===== config.mk =====
export PLATFORM = sky130hd
export DESIGN_NAME = updown_ctrl_fsm
export DESIGN_NICKNAME = d
export VERILOG_FILES = /design/src/rtl/updown_ctrl_fsm.sv
export SDC_FILE = /design/constraint.sdc
export NUM_CORES = 1
export LEC_CHECK = 0
export CAP_MARGIN = 25
export CORE_AREA = 5 5 42 44
export DETAILED_ROUTE_END_ITERATION = 10
export DIE_AREA = 0 0 47 49
export HOLD_SLACK_MARGIN = 0.06
export SETUP_SLACK_MARGIN = 0.1
export SYNTH_ARGS = -nofsm -noshare
export SYNTH_HDL_FRONTEND = slang
export SYNTH_SLANG_ARGS = --single-unit

===== constraint.sdc =====
create_clock -name CLK -period 0.9 [get_ports CLK]
set_clock_uncertainty 0.2 [all_clocks]
set_input_delay 0.18 -clock CLK [delete_from_list [all_inputs] [get_ports CLK]]
set_output_delay 0.18 -clock CLK [all_outputs]
set_load 0.05 [all_outputs]

===== src/rtl/updown_ctrl_fsm.sv =====
// Direction controller for a bidirectional up/down counter: three-state Moore FSM
// driving one-hot UP_M / Dn_M. Optional macro FSM_STATE_OUT_EN exposes the state register on STATE.
//
// state | meaning
// IDLE  | inactive or trigger conflict; no motion enable
// UP    | counting up; held until reversal, conflict or deactivation
// DOWN  | counting down; held until reversal, conflict or deactivation
module updown_ctrl_fsm (
  input  logic       CLK,
  input  logic       RST,
  input  logic       Ac,
  input  logic       Up_Max,
  input  logic       Dn_Max,
  output logic       UP_M,
  output logic       Dn_M
`ifdef FSM_STATE_OUT_EN
  ,output logic [1:0] STATE
`endif
);

  typedef enum logic [1:0] {
    IDLE = 2'b00,
    UP   = 2'b01,
    DOWN = 2'b10
  } state_t;

  state_t state_q, state_d;

  always_ff @(posedge CLK or posedge RST) begin
    if (RST) begin
      state_q <= IDLE;
    end else begin
      state_q <= state_d;
    end
  end

  // Ac has priority; a held direction survives both triggers low, a conflict drops to IDLE.
  always_comb begin
    state_d = IDLE;
    if (Ac) begin
      case (state_q)
        IDLE: begin
          if (Up_Max && !Dn_Max)      state_d = UP;
          else if (Dn_Max && !Up_Max) state_d = DOWN;
          else                        state_d = IDLE;
        end
        UP: begin
          if (Up_Max && Dn_Max)       state_d = IDLE;
          else if (Dn_Max)            state_d = DOWN;
          else                        state_d = UP;
        end
        DOWN: begin
          if (Up_Max && Dn_Max)       state_d = IDLE;
          else if (Up_Max)            state_d = UP;
          else                        state_d = DOWN;
        end
        default:                      state_d = IDLE;
      endcase
    end
  end

  // Outputs decode the register only; the unused code 2'b11 decodes to neither direction.
  always_comb begin
    UP_M = (state_q == UP);
    Dn_M = (state_q == DOWN);
  end

`ifdef FSM_STATE_OUT_EN
  assign STATE = state_q;
`endif

endmodule


# Yosys cells after proc, flatten, opt, wreduce, memory -nomap -nowiden
# Cells that the tools add are included.
dict set report totals {
  regBits 2
  input_bits 5
  output_inout_bits 2
  word_cells 17
}
dict set report op_classes {
  n_eq_ne 2
  muxes 8
  reduce_logical 6
}
# operator n
set op_table {}
lappend op_table {{$mux W2} 7}
lappend op_table {{$pmux W2 S3} 1}
lappend op_table {{$logic_and A1 B1 Y1} 3}
lappend op_table {{$eq A2 B1 Y1 const B} 1}
lappend op_table {{$eq A2 B2 Y1 const B} 1}
lappend op_table {{$logic_not A1 Y1} 2}
lappend op_table {{$logic_not A2 Y1} 1}

# Logic depth before layout (Yosys ltp)
# Gate-level depths: netlist of the first run.
dict set report depth {
  depth_word 6
  mapped_depth 2
  depth_no_buf 2
}

# Worst setup path before layout of the first run
# OpenSTA, ideal clock, no wires.
dict set report synth_path {
  path_kind {reg2out}
  start {reg state_q[0]}
  end {out Dn_M}
  arrival_time_ns 1.084
  required_ns 0.520
  path_slack_ns -0.564
  path_stages_with_launch 2
  n_path_buf 0
  cell_sequence {dfrtp_1 > nor2b_1}
}
dict set report synth_between {
  elab_chain_len 1
}
# element line
set synth_rtl {}
lappend synth_rtl {{from (decl)} 27} ;# state_t state_q, state_d;
lappend synth_rtl {{from (signal assigned)} 33} ;# state_q <= state_d;
lappend synth_rtl {{$eq A2 B2 Y1} 65} ;# Dn_M = (state_q == DOWN);
lappend synth_rtl {{to (decl)} 15} ;# output logic Dn_M
# Every way passes these cells.

# Worst setup path after layout of the first run
dict set report layout_path {
  start {reg state_q[1]}
  end {out UP_M}
}
dict set report layout_between {
  elab_chain_len 1
}
# element line
set layout_rtl {}
lappend layout_rtl {{$eq A2 B1 Y1} 64} ;# UP_M = (state_q == UP);
lappend layout_rtl {{to (decl)} 14} ;# output logic UP_M,
# Every way passes these cells.

==> out/metrics.cfg, run 1 <==
[run_status]
run_status = finished, violations left
violations = hold timing, setup timing

[layout]
layout.nets = 28
fillers = 167
seq_area_sq_um = 51.3
drive_gt1_share_pct = 57.1
final_common_cell = clkdlybuf4s50_1
area_delta_synth_final_pct = 171
multi_input_area_sq_um = 61.3
largest_reg_flops = 2
top_regs = state_q (2)
final_cell_mix = clkdlybuf4s50_1 (4), clkbuf_4 (3), nor2_1 (2), nor3_2 (2), buf_12 (2)
antenna_cells = 0
largest-register = state_q

[timing]
post-route-period-util_pct = 151
fin_crit_ns = 1.36
fin_tns_setup_ns = -1.33
worstMarginPinSlew_ns = 0.119
setup_violations = 4
rsz0062_at_grt = true
max_freq_ghz = 0.735
holdWs_ns = -0.0672
maxSlewViolCount = 0
slew_headroom_pct = 92.0
hold_viol = 2
worst_slack_ns = -0.460

[cts]
clockBufferDepth = 2
clkSlewWorstSetupHoldPaths_ns = 0.03
numCtsBuffers = 3
htreeDepth = 1
clockRootBuffer = clkbuf_4
clk_latency_ns = 0.22
clock-sinks = 2
cts_tree = done

[power_and_ir_drop]
cellLeakagePower_nw = 0.114
p_per_area_nw_per_um2 = 1460
peakVddDrop_uv = 354
report.power.total_mw = 0.375

[die]
row_count = 14
die_h_um = 49
start_util_pct = 6.79
core_sq_um = 1400
pin_count = 7
die_x_um = 47
die-area_sq_um = 2300

[placement]
place_ws_ns = -0.408
hpwl_um = 239
gp_congestion = 0.557
io_buffers = 6

[routing]
via_count = 110
wl_per_cell_um = 8.14
dr.first_iter.drc_count = 0
drt.antenna.violating_nets = 0
dr.pass1.iters = 1
drc = 0
vias_per_cell = 2.97
wl_um = 301

[setup_path]
cp-start-kind = register
crit_family = flip-flops
required_ns = 0.52
path_max_fanout = 3
cp_cell_sequence = and2b_4 -> buf_12
cp.arrival_ns = 0.98
crit_type = register to output port
cp-end-kind = output port
cp_slowest_stage_delay_ns = 0.37
crit_buf_inv = 1
cp_slowest_cell = dfrtp_1

[global_route]
grt_first_pass_wirelength_um = 483
grt_max_degree = 4
first_global_vias = 130
grt_antenna_before_repair = 0
grt_overflow = 0
grtUsageTotal_pct = 3.87

[synth]
synth.net_count = 15
syn_avg_cell_area_sq_um = 9.51
ys_ff_latch = 2
yosysWarnings = 0
syn_area_sq_um = 95.1
syn_inst = 10
ys_seq_area_share_pct = 52.6
post_synth_num_cell_types = 7

[job]
cap_violations = 0

[min_path]
hp-class = input port to asynchronous set/reset pin

## kinds of logic (layout without fill, tap and decap cells)
| logic type | Yosys count | after routing | synth area share [%] |
|---|---|---|---|
| AOI/OAI and AO/OA | 1 | 1 | 10.5 |
| buffers and inverters | 1 | 12 | 3.94 |
| DFF | 2 | 2 | 52.6 |
| and+or+nand+nor | 6 | 6 | 32.9 |
## path summary, 6_finish.rpt
path                            startpoint    endpoint  slack (ns)  depth (start not counted)
min in group CLK                    Dn_Max  state_q[0]        0.34                          2
worst min-delay path                   RST  state_q[0]       -0.07                          2
worst max register to register  state_q[0]  state_q[1]       -0.24                          3
max in group asynchronous              RST  state_q[0]        0.43                          2
worst min register to register  state_q[1]  state_q[0]        0.48                          3
worst max-delay path            state_q[1]        UP_M       -0.46                          2
## stage by stage
stage                     area [sq um]  hold WS [ns]  util (%)  std cells
after global routing               258       -0.0553      18.4         37
after global placement             213         0.146      15.2         33
after CTS                          258       -0.0808      18.4         37
final                              258       -0.0672      18.4         37
after detailed placement           213         0.146      15.2         33
after floorplan                    105        -0.279         -         10
## layout make-up
type,instances,share of cell area [%]
repair buffers,8,38.3
multi-input cells,7,23.8
flip-flops and latches,2,19.9
clock buffers,3,8.74
well taps,16,7.77
inverters,1,1.46
## power breakdown
part           switching [mW]  leakage [nW]  internal [mW]
clock network          0.0445        0.0138          0.146
registers             0.00441        0.0253         0.0953
logic                  0.0345        0.0745         0.0501
## synth_stat cells
cell type / instances / area, sq um
nor3_1: 2 / 10.0
dfrtp_1: 2 / 50.1
a21bo_1: 1 / 10.0
and2b_1: 1 / 7.51
inv_1: 1 / 3.75
nor2b_1: 1 / 6.26
nor2_1: 2 / 7.51
## metal layers
| layer | vias to the layer above | track usage [%] | part of all wire [%] |
|---|---|---|---|
| li1 | 55 | - | - |
| met1 | 47 | 2.41 | 34 |
| met2 | 6 | 4.30 | 50 |
| met3 | 2 | 2.58 | 9.6 |
| met4 | 0 | 8.29 | 5.6 |
| met5 | - | 0 | 0 |
## what timing repair did
item,CTS,global route
setup endpoints to repair,4,4
setup buffers,2,0
pin swaps,3,0
gates resized for setup,4,0
endpoints found under the hold margin,2,2
Note: power is estimated with default switching activity, not from simulation.
==> inputs of run 2 (changes only) <==
--- a/config.mk
+++ b/config.mk
@@ -10,6 +10,7 @@
 export DETAILED_ROUTE_END_ITERATION = 10
 export DIE_AREA = 0 0 47 49
 export HOLD_SLACK_MARGIN = 0.06
+export PLACE_DENSITY = 0.32
 export SETUP_SLACK_MARGIN = 0.1
 export SYNTH_ARGS = -nofsm -noshare
 export SYNTH_HDL_FRONTEND = slang
==> run 2 against run 1 <==
Effect of this change:
- the run still ends with hold timing, setup timing left
- sequential power shrank 0.8%
- setup slack worse by 0.0087 ns
- register-to-register slack worse by 0.10 ns
- cell count up 2.7%
- sequential share of layout area down 1.1 points
- worst hold slack worse by 0.012 ns
- clock power is essentially flat
- combinational power up 7.8%
- highest routed layer is now met3
==> out/metrics.cfg, run 2 (synthesis gave the netlist of run 1 again) <==
[layout]
drive_gt1_share_pct = 59.1  ; +1.9 points
final_cell_mix = clkdlybuf4s50_1 (4), clkbuf_4 (3), buf_4 (3)
fillers = 161  ; -3.6%
largest_reg_flops = 2  ; unchanged
final_core_util_pct = 19.0  ; +0.62 points
seq_area_sq_um = 50.0  ; -2.4%
final_common_cell = clkdlybuf4s50_1
multi_input_area_sq_um = 67.6  ; +10%
top_regs = state_q (2)
area_delta_synth_final_pct = 180
largest-register = state_q
fin_cells = 38  ; +2.7%
final_cell_area_sq_um = 267  ; +3.4%
layout.nets = 29  ; +3.6%
antenna_cells = 0  ; unchanged

[die]
die-area_sq_um = 2300  ; unchanged
start_util_pct = 6.79  ; unchanged
die_x_um = 47  ; unchanged
core_sq_um = 1400  ; unchanged
pin_count = 7  ; unchanged
row_count = 14  ; unchanged
die_h_um = 49  ; unchanged

[power_and_ir_drop]
peakVddDrop_uv = 422  ; +19%
p_per_area_nw_per_um2 = 1430  ; -1.7%
cellLeakagePower_nw = 0.118  ; +4.1%
report.power.total_mw = 0.381  ; +1.6%

[global_route]
first_global_vias = 147  ; +13%
met1_usage_pct = 4.40  ; +2.0 points
grt_first_pass_wirelength_um = 600  ; +24%
grt_antenna_before_repair = 0  ; unchanged
grt_util_met2_pct = 4.30  ; unchanged
busiest_layer = met4
grt_max_degree = 4  ; unchanged
grtUsageTotal_pct = 4.15  ; +0.29 points
globalRouteMet3Util_pct = 2.95  ; +0.37 points
grt_overflow = 0  ; unchanged

[routing]
wl_per_cell_um = 8.53  ; +4.8%
dr.pass1.iters = 2  ; +1
wl_um = 324  ; +7.6%
via_count = 115  ; +4.5%
vias_per_cell = 3.03  ; +1.8%
dr.first_iter.drc_count = 1  ; +1
drt.antenna.violating_nets = 0  ; unchanged
drc = 0  ; unchanged

[timing]
hold_viol = 2  ; unchanged
rsz0062_at_grt = true
worstMarginPinSlew_ns = 0.149  ; +0.0299 ns
maxSlewViolCount = 0  ; unchanged
setup_violations = 4  ; unchanged
slew_headroom_pct = 90.0  ; -2.0 points
post-route-period-util_pct = 152  ; +0.96 points
max_freq_ghz = 0.731  ; -0.63%
fin_crit_ns = 1.37  ; +0.00866 ns
holdWs_ns = -0.0795  ; -0.0124 ns
worst_slack_ns = -0.469  ; -0.00866 ns

[setup_path]
reg2reg_slack_ns = -0.34  ; -0.10 ns
cp-end-kind = output port
critical_path.endpoint = UP_M
crit_family = flip-flops
startpoint = state_q[1]
worst_r2r_endpoint = state_q[1]
cp_cell_sequence = and2b_4 -> buf_12
crit_type = register to output port
r2r_start = state_q[1]
cp-start-kind = register
cp_num_cells = 2  ; unchanged
cp_slowest_stage_delay_ns = 0.37  ; about the same
required_ns = 0.52  ; about the same
cp.arrival_ns = 0.99  ; about the same
path_max_fanout = 3  ; unchanged
cp_slowest_cell = dfrtp_1
reg2reg_depth = 4  ; +1
crit_buf_inv = 1  ; unchanged

[cts]
clockBufferDepth = 2  ; unchanged
clockRootBuffer = clkbuf_4
htreeDepth = 1  ; unchanged
clkSlewWorstSetupHoldPaths_ns = 0.03  ; about the same
clock-sinks = 2  ; unchanged
clk_latency_ns = 0.22  ; about the same
cts_tree = done
numCtsBuffers = 3  ; unchanged

[placement]
gp_congestion = 0.716  ; +29%
io_buffers = 6  ; unchanged
place_area_sq_um = 205  ; -3.5%
dpl.cell_count = 32  ; -3.0%

[job]
cap_violations = 0  ; unchanged

[run_status]
run_status = finished, violations left
violations = hold timing, setup timing

[min_path]
hp-class = input port to asynchronous set/reset pin

[run 2: repair_timing]
action	4_1_cts	5_1_grt
resized for setup	2	1
setup buffers	2	1
pin swaps	2	0
hold endpoints to repair	2	2
endpoints found under the setup margin	4	4
[run 2: worst register-to-register path, cell delays in order, from the launching register on]
cell and delay (ns):
dfrtp_1 0.37, buf_4 0.13, buf_4 0.13, a21bo_4 0.21, nor3_2 0.11
[run 2: metrics by stage]
step                hold WS [ns]  worst slack, ns  TNS, ns
finish                   -0.0795           -0.469    -1.53
global route             -0.0616           -0.507    -1.72
CTS                      -0.0828           -0.484    -1.36
detailed placement         0.146           -0.416    -1.27
global placement           0.150           -0.383    -1.19
floorplan                 -0.279           -0.202   -0.619
[run 2: worst min-delay path by stage]
stage,to,slack (ns)
6_report,state_q[0],-0.08
5_1_grt,state_q[1],-0.06
4_1_cts,state_q[0],-0.08
3_5_place_dp,state_q[0],0.15
3_3_place_gp,state_q[1],0.15
2_1_floorplan,state_q[0],-0.28
[run 2: cell type report]
cell class,count,share of cell area (%)
timing repair buffer,9,38.5
multi-input combinational,7,25.4
sequential,2,18.8
clock buffer,3,8.45
tap,16,7.51
inverter,1,1.41
[run 2: layer usage]
layer / vias to the layer above / part of all wire (%)
met4: 0 / 0
met3: 0 / 20
li1: 56 / -
met2: 7 / 38
met1: 52 / 42
met5: - / 0
[run 2: report_power, final]
| group | internal, mW | total (mW) | switching (mW) |
|---|---|---|---|
| Combinational | 0.0542 | 0.0912 | 0.0370 |
| Clock | 0.147 | 0.191 | 0.0448 |
| Sequential | 0.0949 | 0.0989 | 0.00399 |
| Total | 0.296 | 0.381 | 0.0857 |
==> inputs of run 3 (changes only) <==
--- a/config.mk
+++ b/config.mk
@@ -9,6 +9,7 @@
 export CORE_AREA = 5 5 42 44
 export DETAILED_ROUTE_END_ITERATION = 10
 export DIE_AREA = 0 0 47 49
+export GPL_TIMING_DRIVEN = 0
 export HOLD_SLACK_MARGIN = 0.06
 export PLACE_DENSITY = 0.32
 export SETUP_SLACK_MARGIN = 0.1
==> run 3 against run 2 <==
Effect of this change:
- the flow still finishes with violations (hold timing, setup timing)
- critical path depth unchanged
- count of clock-buffer cells in the layout did not move
- power down 1.9%
- register-to-register slack improved by 0.09 ns
- sequential share of layout area increased by 2.2 points
- non-clock buffer count down 1
- sequential power hardly changed
- largest power group unchanged
- first-iteration DRC count decreased by 100%
==> out/metrics.cfg, run 3 (synthesis gave the netlist of run 1 again) <==
[cts]
clockBufferDepth = 2  ; unchanged
htreeDepth = 1  ; unchanged
cts_tree = done
clock-sinks = 2  ; unchanged
numCtsBuffers = 3  ; unchanged
clockRootBuffer = clkbuf_4
clkSlewWorstSetupHoldPaths_ns = 0.03  ; about the same
clk_latency_ns = 0.22  ; about the same

[timing]
holdWs_ns = -0.0796  ; -0.0000805 ns
setup_violations = 4  ; unchanged
rsz0062_at_grt = true
slew_headroom_pct = 89.7  ; -0.37 points
fin_crit_ns = 1.38  ; +0.0140 ns
worstMarginPinSlew_ns = 0.155  ; +0.00560 ns
post-route-period-util_pct = 154  ; +1.6 points
worst_slack_ns = -0.483  ; -0.0140 ns
maxSlewViolCount = 0  ; unchanged
hold_viol = 2  ; unchanged
max_freq_ghz = 0.723  ; -1.0%

[setup_path]
reg2reg_slack_ns = -0.25  ; +0.09 ns
worst_r2r_endpoint = state_q[0]
cp_slowest_stage_delay_ns = 0.38  ; about the same
cp.arrival_ns = 1.00  ; about the same
cp_slowest_cell = dfrtp_1
reg2reg_depth = 3  ; -1
r2r_start = state_q[0]
crit_type = register to output port
path_max_fanout = 3  ; unchanged
cp-start-kind = register
required_ns = 0.52  ; about the same
cp-end-kind = output port
cp_cell_sequence = and2b_4 -> buf_8

[run_status]
run_status = finished, violations left
violations = hold timing, setup timing

[layout]
layout.nets = 28  ; -3.4%
drive_gt1_share_pct = 52.4  ; -6.7 points
antenna_cells = 0  ; unchanged
area_delta_synth_final_pct = 151
final_cell_mix = clkdlybuf4s50_1 (4), clkbuf_4 (3)
largest_reg_flops = 2  ; unchanged
largest-register = state_q
top_regs = state_q (2)
final_common_cell = clkdlybuf4s50_1

[power_and_ir_drop]
peakVddDrop_uv = 244  ; -42%
report.power.total_mw = 0.374  ; -1.9%
p_int_mw = 0.284  ; -3.8%
cellLeakagePower_nw = 0.111  ; -6.4%
p_sw_mw = 0.0898  ; +4.7%
clock_power_share_pct = 52.9  ; +2.7 points
power_frac_comb_pct = 20.6  ; -3.3 points
p_per_area_nw_per_um2 = 1570  ; +9.4%
sw_frac_of_total_pct = 24.0  ; +1.5 points
seq_power_share_pct = 26.5  ; +0.6 points

[routing]
drc = 0  ; unchanged
via_count = 112  ; -2.6%
wl_um = 365  ; +13%
vias_per_cell = 3.03  ; about the same
dr.pass1.iters = 1  ; -1
drt.antenna.violating_nets = 0  ; unchanged
wl_per_cell_um = 9.86  ; +16%
dr.first_iter.drc_count = 0  ; -1

[die]
pin_count = 7  ; unchanged
core_sq_um = 1400  ; unchanged
start_util_pct = 6.79  ; unchanged
die_h_um = 49  ; unchanged
die-area_sq_um = 2300  ; unchanged
row_count = 14  ; unchanged
die_x_um = 47  ; unchanged

[min_path]
hp-class = input port to asynchronous set/reset pin

[global_route]
grt_max_degree = 4  ; unchanged
grt_overflow = 0  ; unchanged
grt_first_pass_wirelength_um = 600  ; unchanged
first_global_vias = 156  ; +6.1%
grt_antenna_before_repair = 0  ; unchanged
grtUsageTotal_pct = 4.44  ; +0.28 points

[placement]
gp_congestion = 0.738  ; +3.0%
hpwl_um = 230
io_buffers = 6  ; unchanged

[job]
cap_violations = 0  ; unchanged

-- run 3: cell count changes in the layout (fill, tap and decap cells not counted) --
cell / before / now
buf_12: 2 / 0
buf_4: 3 / 2
a21bo_1: 0 / 1
buf_6: 0 / 1
buf_8: 0 / 1
a21bo_4: 1 / 0
-- run 3: metrics by stage --
step	setup WS, ns	util, %	cells	area, sq um	TNS, ns
finish	-0.483	17.1	37	239	-1.37
global route	-0.523	17.1	37	239	-1.54
CTS	-0.493	17.1	37	239	-1.38
detailed placement	-0.905	13.2	32	185	-2.56
global placement	-0.896	13.2	32	185	-2.46
floorplan	-0.202	-	10	105	-0.619
-- run 3: cell type report --
class	count	area, sq um
clock buffer	3	22.5
fill	167	1160
inverter	1	3.75
multi-input combinational	7	61.3
sequential	2	50.0
tap	16	20.0
timing repair buffer	8	81.3
-- run 3: metal layers --
metal / vias to the layer above / routed length, um / GRT usage, %
met3: 2 / 74 / 2.95
met2: 7 / 148 / 4.52
li1: 54 / - / -
met4: 0 / 10 / 8.29
met5: - / 0 / 0
met1: 49 / 131 / 3.74
-- run 3: worst max-delay path by stage --
stage | slack [ns] | from | cells after the start | endpoint
2_1_floorplan | -0.20 | state_q[1] | 1 | UP_M
3_3_place_gp | -0.90 | state_q[1] | 2 | UP_M
3_5_place_dp | -0.91 | state_q[1] | 2 | UP_M
4_1_cts | -0.49 | state_q[1] | 2 | UP_M
5_1_grt | -0.52 | state_q[1] | 2 | UP_M
6_report | -0.48 | state_q[1] | 2 | UP_M
-- run 3: critical path, delay by kind of cell, from the launching register on --
family        cells  cell delay (ns)
buf+inv           1             0.14
simple gates      1             0.26
flops             1             0.38
-- run 3: power groups by stage --
stage / clock network [mW] / logic (mW) / registers, mW
6_report: 0.198 / 0.0770 / 0.0992
5_1_grt: 0.212 / 0.0820 / 0.100
4_1_cts: 0.214 / 0.0771 / 0.0989
3_5_place_dp: 0 / 0.0613 / 0.101
3_3_place_gp: 0 / 0.0603 / 0.101
2_1_floorplan: 0 / 0.0328 / 0.100
-- run 3: timing repair --
| action | CTS | global route |
|---|---|---|
| setup buffers | 2 | 0 |
| endpoints found under the hold margin | 2 | 2 |
| setup endpoints to repair | 4 | 4 |
| gates resized for setup | 17 | 0 |
| pin swaps | 2 | 0 |
| cloned | 0 | 0 |
